===== config.mk =====
export PLATFORM = sky130hd
export DESIGN_NAME = writeback_unit_flat
export DESIGN_NICKNAME = d
export VERILOG_FILES = /design/src/rtl/wb_pkg.sv /design/src/rtl/writeback_unit_if.sv /design/src/rtl/writeback_unit_load_align.sv /design/src/rtl/writeback_unit.sv /design/src/flat_wrapper.sv
export SDC_FILE = /design/constraint.sdc
export NUM_CORES = 1
export LEC_CHECK = 0
export CORE_ASPECT_RATIO = 1.25
export CORE_MARGIN = 2
export CORE_UTILIZATION = 50
export DETAILED_ROUTE_END_ITERATION = 10
export PLACE_DENSITY_LB_ADDON = 0.3
export REMOVE_ABC_BUFFERS = 1
export SLEW_MARGIN = 20
export SYNTH_ARGS = -nofsm -noshare
export SYNTH_HDL_FRONTEND = slang
export SYNTH_HIERARCHICAL = 1
export SYNTH_SLANG_ARGS = --single-unit

===== constraint.sdc =====
create_clock -name clock -period 5.6 [get_ports clock]
set_clock_uncertainty 0.15 [all_clocks]
set_input_delay 1.12 -clock clock [delete_from_list [all_inputs] [get_ports clock]]
set_output_delay 1.12 -clock clock [all_outputs]
set_load 0.005 [all_outputs]

===== src/rtl/wb_pkg.sv =====
// Shared types and helpers for the writeback stage: load sizes, FSM states,
// the hard-wired zero register index and the load alignment rule.
package wb_pkg;

  typedef enum logic [1:0] {
    LS_BYTE = 2'd0,
    LS_HALF = 2'd1,
    LS_WORD = 2'd2
  } load_size_t;

  typedef enum logic {
    IDLE     = 1'b0,
    WAIT_MEM = 1'b1
  } wb_state_t;

  localparam int unsigned REG_ZERO = 0;

  // Halves need an even offset, words need offset 0; bytes are always aligned.
  function automatic logic is_misaligned(input logic [1:0] size, input logic [1:0] off);
    case (load_size_t'(size))
      LS_HALF: return off[0];
      LS_WORD: return off != 2'b00;
      default: return 1'b0;
    endcase
  endfunction

endpackage


===== src/rtl/writeback_unit_if.sv =====
// Retire-side handshake and memory-response bundle feeding the writeback unit.
// master drives instructions and load data; slave is the writeback unit.
interface writeback_unit_if #(
  parameter int DATA_W = 32,
  parameter int ADDR_W = 5
);
  logic              in_valid;
  logic              in_ready;
  logic [ADDR_W-1:0] in_rd;
  logic              in_regwrite;
  logic              in_is_load;
  logic [1:0]        in_load_size;
  logic              in_load_unsigned;
  logic [1:0]        in_byte_off;
  logic [DATA_W-1:0] in_alu_result;
  logic              mem_rvalid;
  logic [DATA_W-1:0] mem_rdata;

  modport master (
    output in_valid, in_rd, in_regwrite, in_is_load, in_load_size,
           in_load_unsigned, in_byte_off, in_alu_result, mem_rvalid, mem_rdata,
    input  in_ready
  );

  modport slave (
    input  in_valid, in_rd, in_regwrite, in_is_load, in_load_size,
           in_load_unsigned, in_byte_off, in_alu_result, mem_rvalid, mem_rdata,
    output in_ready
  );
endinterface


===== src/rtl/writeback_unit_load_align.sv =====
// Combinational load lane selection: picks the byte/half/word out of the raw
// memory word and sign- or zero-extends it to the register width.
module load_align
  import wb_pkg::*;
#(
  parameter int DATA_W = 32
) (
  input  logic [DATA_W-1:0] rdata,
  input  load_size_t        size,
  input  logic [1:0]        off,
  input  logic              is_unsigned,
  output logic [DATA_W-1:0] data
);

  logic [7:0]  byte_lane;
  logic [15:0] half_lane;

  always_comb begin
    byte_lane = rdata[{off, 3'b000} +: 8];
    half_lane = rdata[{off[1], 4'b0000} +: 16];
    data      = rdata;
    case (size)
      LS_BYTE: data = {{(DATA_W-8){~is_unsigned & byte_lane[7]}}, byte_lane};
      LS_HALF: data = {{(DATA_W-16){~is_unsigned & half_lane[15]}}, half_lane};
      default: data = rdata;
    endcase
  end

endmodule


===== src/rtl/writeback_unit.sv =====
// Final pipeline stage driving the register bank write port; data trails the
// address/enable by one cycle. Define WB_BYPASS_EN to add forwarding outputs.
module writeback_unit
  import wb_pkg::*;
#(
  parameter int DATA_W = 32,
  parameter int ADDR_W = 5
) (
  input  logic              clock,
  input  logic              reset_n,
  writeback_unit_if.slave   wb,
  output logic [ADDR_W-1:0] write_end,
  output logic [DATA_W-1:0] write_in,
  output logic              RegWrite,
  output logic              misalign,
  output logic [31:0]       retire_count
`ifdef WB_BYPASS_EN
  ,
  output logic              bypass_valid,
  output logic [ADDR_W-1:0] bypass_rd,
  output logic [DATA_W-1:0] bypass_data
`endif
);

  wb_state_t         state_q, state_d;
  logic [ADDR_W-1:0] lat_rd;
  load_size_t        lat_size;
  logic [1:0]        lat_off;
  logic              lat_uns;
  logic              lat_write;
  logic [DATA_W-1:0] data_q;
  logic [DATA_W-1:0] aligned;

  logic              transfer;
  logic              in_writes;
  logic              issue;
  logic [ADDR_W-1:0] issue_rd;
  logic [DATA_W-1:0] issue_data;
  logic              retire;
  logic              misalign_d;
  logic              latch_load;

  assign wb.in_ready = (state_q == IDLE);
  assign transfer    = wb.in_valid & (state_q == IDLE);
  assign in_writes   = wb.in_regwrite & (wb.in_rd != ADDR_W'(REG_ZERO));

  load_align #(.DATA_W(DATA_W)) u_align (
    .rdata       (wb.mem_rdata),
    .size        (lat_size),
    .off         (lat_off),
    .is_unsigned (lat_uns),
    .data        (aligned)
  );

  always_ff @(posedge clock or negedge reset_n) begin
    if (!reset_n) state_q <= IDLE;
    else          state_q <= state_d;
  end

  // Loads that write nothing retire at transfer; others retire when the write issues.
  always_comb begin
    state_d    = state_q;
    issue      = 1'b0;
    issue_rd   = lat_rd;
    issue_data = aligned;
    retire     = 1'b0;
    misalign_d = 1'b0;
    latch_load = 1'b0;
    case (state_q)
      IDLE: begin
        if (transfer) begin
          if (wb.in_is_load) begin
            if (is_misaligned(wb.in_load_size, wb.in_byte_off)) begin
              misalign_d = 1'b1;
            end else begin
              state_d    = WAIT_MEM;
              latch_load = 1'b1;
              retire     = ~in_writes;
            end
          end else begin
            retire     = 1'b1;
            issue      = in_writes;
            issue_rd   = wb.in_rd;
            issue_data = wb.in_alu_result;
          end
        end
      end
      WAIT_MEM: begin
        if (wb.mem_rvalid) begin
          state_d = IDLE;
          issue   = lat_write;
          retire  = lat_write;
        end
      end
      default: state_d = IDLE;
    endcase
  end

  always_ff @(posedge clock or negedge reset_n) begin
    if (!reset_n) begin
      lat_rd    <= '0;
      lat_size  <= LS_BYTE;
      lat_off   <= '0;
      lat_uns   <= 1'b0;
      lat_write <= 1'b0;
    end else if (latch_load) begin
      lat_rd    <= wb.in_rd;
      lat_size  <= load_size_t'(wb.in_load_size);
      lat_off   <= wb.in_byte_off;
      lat_uns   <= wb.in_load_unsigned;
      lat_write <= in_writes;
    end
  end

  // data_q parks the value for one cycle so write_in lands a cycle behind write_end.
  always_ff @(posedge clock or negedge reset_n) begin
    if (!reset_n) begin
      RegWrite     <= 1'b0;
      write_end    <= '0;
      write_in     <= '0;
      data_q       <= '0;
      misalign     <= 1'b0;
      retire_count <= '0;
    end else begin
      RegWrite <= issue;
      misalign <= misalign_d;
      if (issue) begin
        write_end <= issue_rd;
        data_q    <= issue_data;
      end
      if (RegWrite) write_in <= data_q;
      if (retire)   retire_count <= retire_count + 32'd1;
    end
  end

`ifdef WB_BYPASS_EN
  logic data_cycle;

  always_ff @(posedge clock or negedge reset_n) begin
    if (!reset_n) data_cycle <= 1'b0;
    else          data_cycle <= RegWrite;
  end

  // write_end holds between writes, so it names the youngest uncommitted write.
  assign bypass_valid = RegWrite | data_cycle;
  assign bypass_rd    = write_end;
  assign bypass_data  = RegWrite ? data_q : write_in;
`endif

endmodule


===== src/flat_wrapper.sv =====
// flat-port wrapper written by rule: the top's interface ports become plain ports
module writeback_unit_flat import wb_pkg::*;
#(
  parameter int DATA_W = 32,
  parameter int ADDR_W = 5
)
  (clock, reset_n, write_end, write_in, RegWrite, misalign, retire_count, wb_in_valid, wb_in_rd, wb_in_regwrite, wb_in_is_load, wb_in_load_size, wb_in_load_unsigned, wb_in_byte_off, wb_in_alu_result, wb_mem_rvalid, wb_mem_rdata, wb_in_ready);
  writeback_unit_if #(.DATA_W(DATA_W), .ADDR_W(ADDR_W)) wb_i ();
  input  logic clock;
  input  logic reset_n;
  output logic [ADDR_W-1:0] write_end;
  output logic [DATA_W-1:0] write_in;
  output logic RegWrite;
  output logic misalign;
  output logic [31:0] retire_count;
  input wire logic [$bits(wb_i.in_valid)-1:0] wb_in_valid;
  input wire logic [$bits(wb_i.in_rd)-1:0] wb_in_rd;
  input wire logic [$bits(wb_i.in_regwrite)-1:0] wb_in_regwrite;
  input wire logic [$bits(wb_i.in_is_load)-1:0] wb_in_is_load;
  input wire logic [$bits(wb_i.in_load_size)-1:0] wb_in_load_size;
  input wire logic [$bits(wb_i.in_load_unsigned)-1:0] wb_in_load_unsigned;
  input wire logic [$bits(wb_i.in_byte_off)-1:0] wb_in_byte_off;
  input wire logic [$bits(wb_i.in_alu_result)-1:0] wb_in_alu_result;
  input wire logic [$bits(wb_i.mem_rvalid)-1:0] wb_mem_rvalid;
  input wire logic [$bits(wb_i.mem_rdata)-1:0] wb_mem_rdata;
  output wire logic [$bits(wb_i.in_ready)-1:0] wb_in_ready;
  assign wb_i.in_valid = wb_in_valid;
  assign wb_i.in_rd = wb_in_rd;
  assign wb_i.in_regwrite = wb_in_regwrite;
  assign wb_i.in_is_load = wb_in_is_load;
  assign wb_i.in_load_size = wb_in_load_size;
  assign wb_i.in_load_unsigned = wb_in_load_unsigned;
  assign wb_i.in_byte_off = wb_in_byte_off;
  assign wb_i.in_alu_result = wb_in_alu_result;
  assign wb_i.mem_rvalid = wb_mem_rvalid;
  assign wb_i.mem_rdata = wb_mem_rdata;
  assign wb_in_ready = wb_i.in_ready;
  writeback_unit #(.DATA_W(DATA_W), .ADDR_W(ADDR_W)) u_core (.clock(clock), .reset_n(reset_n), .wb(wb_i), .write_end(write_end), .write_in(write_in), .RegWrite(RegWrite), .misalign(misalign), .retire_count(retire_count));
endmodule

==> results.sh <==
export IMPL_min_to="u_core/retire_count[31]$_DFFE_PN0P_"
export IMPL_grt_total_usage_pct=24.5
export IMPL_areaGrowthSynthToFinish_pct=39.9
export IMPL_status="finished clean"
export IMPL_reg2reg_to="u_core/retire_count[21]$_DFFE_PN0P_"
export IMPL_syn_instance_count=525
export IMPL_tns_ps=0
export IMPL_max_clock_path_buffers=2
export IMPL_yosys_warnings=6
export IMPL_dp_hpwl_mm=10.0
export IMPL_reg2reg_depth=6
export IMPL_avgViaCountPerCell=5.66
export IMPL_cts_setup_buffers=0
export IMPL_n_antenna_cell=0
export IMPL_cts_sinks=115
export IMPL_r2r_slack_ps=2720
export IMPL_core_sq_um=11000
export IMPL_cts_buffers=17
export IMPL_rsz0062_at_grt="false"
export IMPL_final_cells=815
export IMPL_io_pins=152
export IMPL_hp_class="reg2reg"
export IMPL_cp_start_kind="primary input"
export IMPL_die_h_um=123
export IMPL_layout_drive_gt1_share_pct=15.4
export IMPL_ys_seq_elements=115
export IMPL_initial_utilization_pct=51.0
export IMPL_maxSlewHeadroom_pct=39.8
export IMPL_syn_area_sq_um=5620
export IMPL_post_synth_top_area_cell="dfrtp_1"
export IMPL_synth_cell_types=40
export IMPL_hold_viol=0
export IMPL_port_buffers=151
export IMPL_fmax_mhz=274
export IMPL_cts_root_buffer="clkbuf_16"
export IMPL_overflow=0
export IMPL_wire_per_inst_um=17.8
export IMPL_std_cell_rows=43
export IMPL_yosys_top_cells_count="dfrtp_1 (115), a21oi_1 (59), mux2_2 (50)"
export IMPL_synth_top_cell_area_share_pct=51.2
export IMPL_setup_viol=0
export IMPL_post_synth_top_count_cell="dfrtp_1"
export IMPL_crit_path_end_kind="flip-flop"
export IMPL_dp_cells=783
export IMPL_holdPathStages=1
export IMPL_clk_pin_slew_worst_paths_ps=50
export IMPL_worst_hold_startpoint="u_core/retire_count[31]$_DFFE_PN0P_"
export IMPL_maxCapViolations=0
export IMPL_worst_pin_slew_ps=898
export IMPL_ys_seq_area_share_pct=51.2
export IMPL_powerDensity_nw_per_um2=458
export IMPL_drc_errors=0
export IMPL_grt_start_max_net_pins=82
export IMPL_fin_ws_ps=1960
export IMPL_antenna_found_initial=0
export IMPL_clk_latency_ps=410
export IMPL_fillers=800
export IMPL_drt_iter0_drc=232
export IMPL_fin_hold_ws_ps=325
export IMPL_fin_crit_ps=3640
export IMPL_required_ps=5730
export IMPL_ant_nets=0
export IMPL_tritoncts="built"
export IMPL_cts_resized=0
export IMPL_irDropWorstVdd_mv=0.280
export IMPL_vias=4614
export IMPL_rr_startpoint="u_core/state_q$_DFF_PN0_"
export IMPL_place_ws_ps=1550
export IMPL_crit_path_max_fanout=39
export IMPL_gp_congestion=0.803
export IMPL_avgSynthCellArea_sq_um=10.7
export IMPL_first_pass_iters=5
export IMPL_critPathKind="in2reg"
export IMPL_die_x_um=98.8
export IMPL_synth_async_sr_flop_share_pct=100
export IMPL_leakagePower_nw=3.34
export IMPL_wl_mm=14.5
export IMPL_htreeDepth=4
export IMPL_die_area_sq_um=12100
export IMPL_synth_edf_count=0
export IMPL_hold_buffers=0
export IMPL_yosys_most_used_dff="dfrtp_1"
export IMPL_post_route_period_util_pct=65.1
export IMPL_grt_pass1_vias=4670
export IMPL_slew_viol_final=0
export IMPL_synth_area_leaders="dfrtp_1 (51%), mux2_2 (10%), mux2i_1 (6.8%)"
export IMPL_nNetsFinal=750
export IMPL_worstPathArrival_ps=3780
export IMPL_grt_pass1_wl_mm=23.1
==> critical path: stages <==
cell,delay (ps)
clkdlybuf4s50_1,470
or3b_2,470
buf_4,360
nand2_1,180
a31o_1,710
nand4_1,250
xnor2_1,210
==> routing by layer <==
metal	GRT usage (%)	routed length [um]
met2	41.5	7390
met5	0	0
met4	10.4	378
met1	29.0	5700
met3	7.18	1030
==> cell families (layout without fill, tap and decap cells) <==
group / Yosys count / count (layout) / synth area share [%]
compound gates: 98 / 98 / 10.2
fa+ha+maj: 3 / 3 / 0.668
simple gates: 153 / 153 / 13.2
flops: 115 / 115 / 51.2
xor+xnor: 31 / 31 / 4.83
buf+inv: 37 / 192 / 3.12
mux: 88 / 88 / 16.8
==> placed cells by master, fill, tap and decap left out, types with 2 or more instances in the layout <==
cell             netlist  routed
buf_4                  3       5
mux2i_1               38      38
nand2_1               40      40
clkinv_2               0       3
ha_1                   3       3
nor2b_1               11      11
xor2_1                 5       5
mux2_2                50      50
nor3_1                 6       6
nor4_1                 2       2
and4_1                 2       2
nand3_1               16      16
nor4_2                 2       2
a22oi_1                8       8
a31oi_1                2       2
xnor2_1               26      26
and3_1                 2       2
bufinv_16              0       5
clkbuf_8               0       5
dfrtp_1              115     115
nor2_1                46      46
nand4_1               20      20
a21oi_2               10      10
clkbuf_16              0      17
a21oi_1               59      59
inv_1                  4       4
clkdlybuf4s50_1        0     150
o21ai_0               12      12
==> power by group <==
part	internal (W)	switching, W
Sequential	0.00112	0.000203
Clock	0.000846	0.000362
Combinational	0.000626	0.000443
==> worst max-delay path by stage <==
stage                        startpoint                                   to  slack (ps)  cells past startpoint
after global routing      wb_in_is_load  u_core/retire_count[21]$_DFFE_PN0P_        1790                      7
final                     wb_in_is_load  u_core/retire_count[21]$_DFFE_PN0P_        1960                      7
after global placement    wb_in_is_load  u_core/retire_count[19]$_DFFE_PN0P_        1690                      7
after detailed placement  wb_in_is_load  u_core/retire_count[21]$_DFFE_PN0P_        1550                      7
after floorplan           wb_in_is_load         u_core/data_q[0]$_DFFE_PN0P_         510                      3
after CTS                 wb_in_is_load  u_core/retire_count[17]$_DFFE_PN0P_        1950                      7
==> through the flow <==
stage | util, % | total power [W] | cell area (sq um)
after floorplan | - | 0.00184 | 5460
after global placement | 65.2 | 0.00235 | 7190
after detailed placement | 65.2 | 0.00240 | 7190
after CTS | 71.2 | 0.00362 | 7860
after global routing | 71.3 | 0.00380 | 7860
final | 71.3 | 0.00360 | 7860
==> registers in the layout, summed over array words and instances, names as in the netlist <==
signal / cells
u_core/lat_write: 1
u_core/write_in: 32
u_core/write_end: 5
u_core/RegWrite: 1
u_core/lat_uns: 1
u_core/retire_count: 32
u_core/lat_rd: 5
u_core/lat_size: 2
u_core/data_q: 32
u_core/lat_off: 2
u_core/state_q: 1
u_core/misalign: 1
==> area by class of cell <==
type	count	area [sq um]	area share (%)
sequential	115	2880	36.6
multi-input combinational	373	2580	32.8
timing repair buffer	156	1550	19.7
clock buffer	23	498	6.33
clock inverter	9	173	2.20
tap	135	169	2.15
inverter	4	15.0	0.191
(Power assumes the default switching activity.)
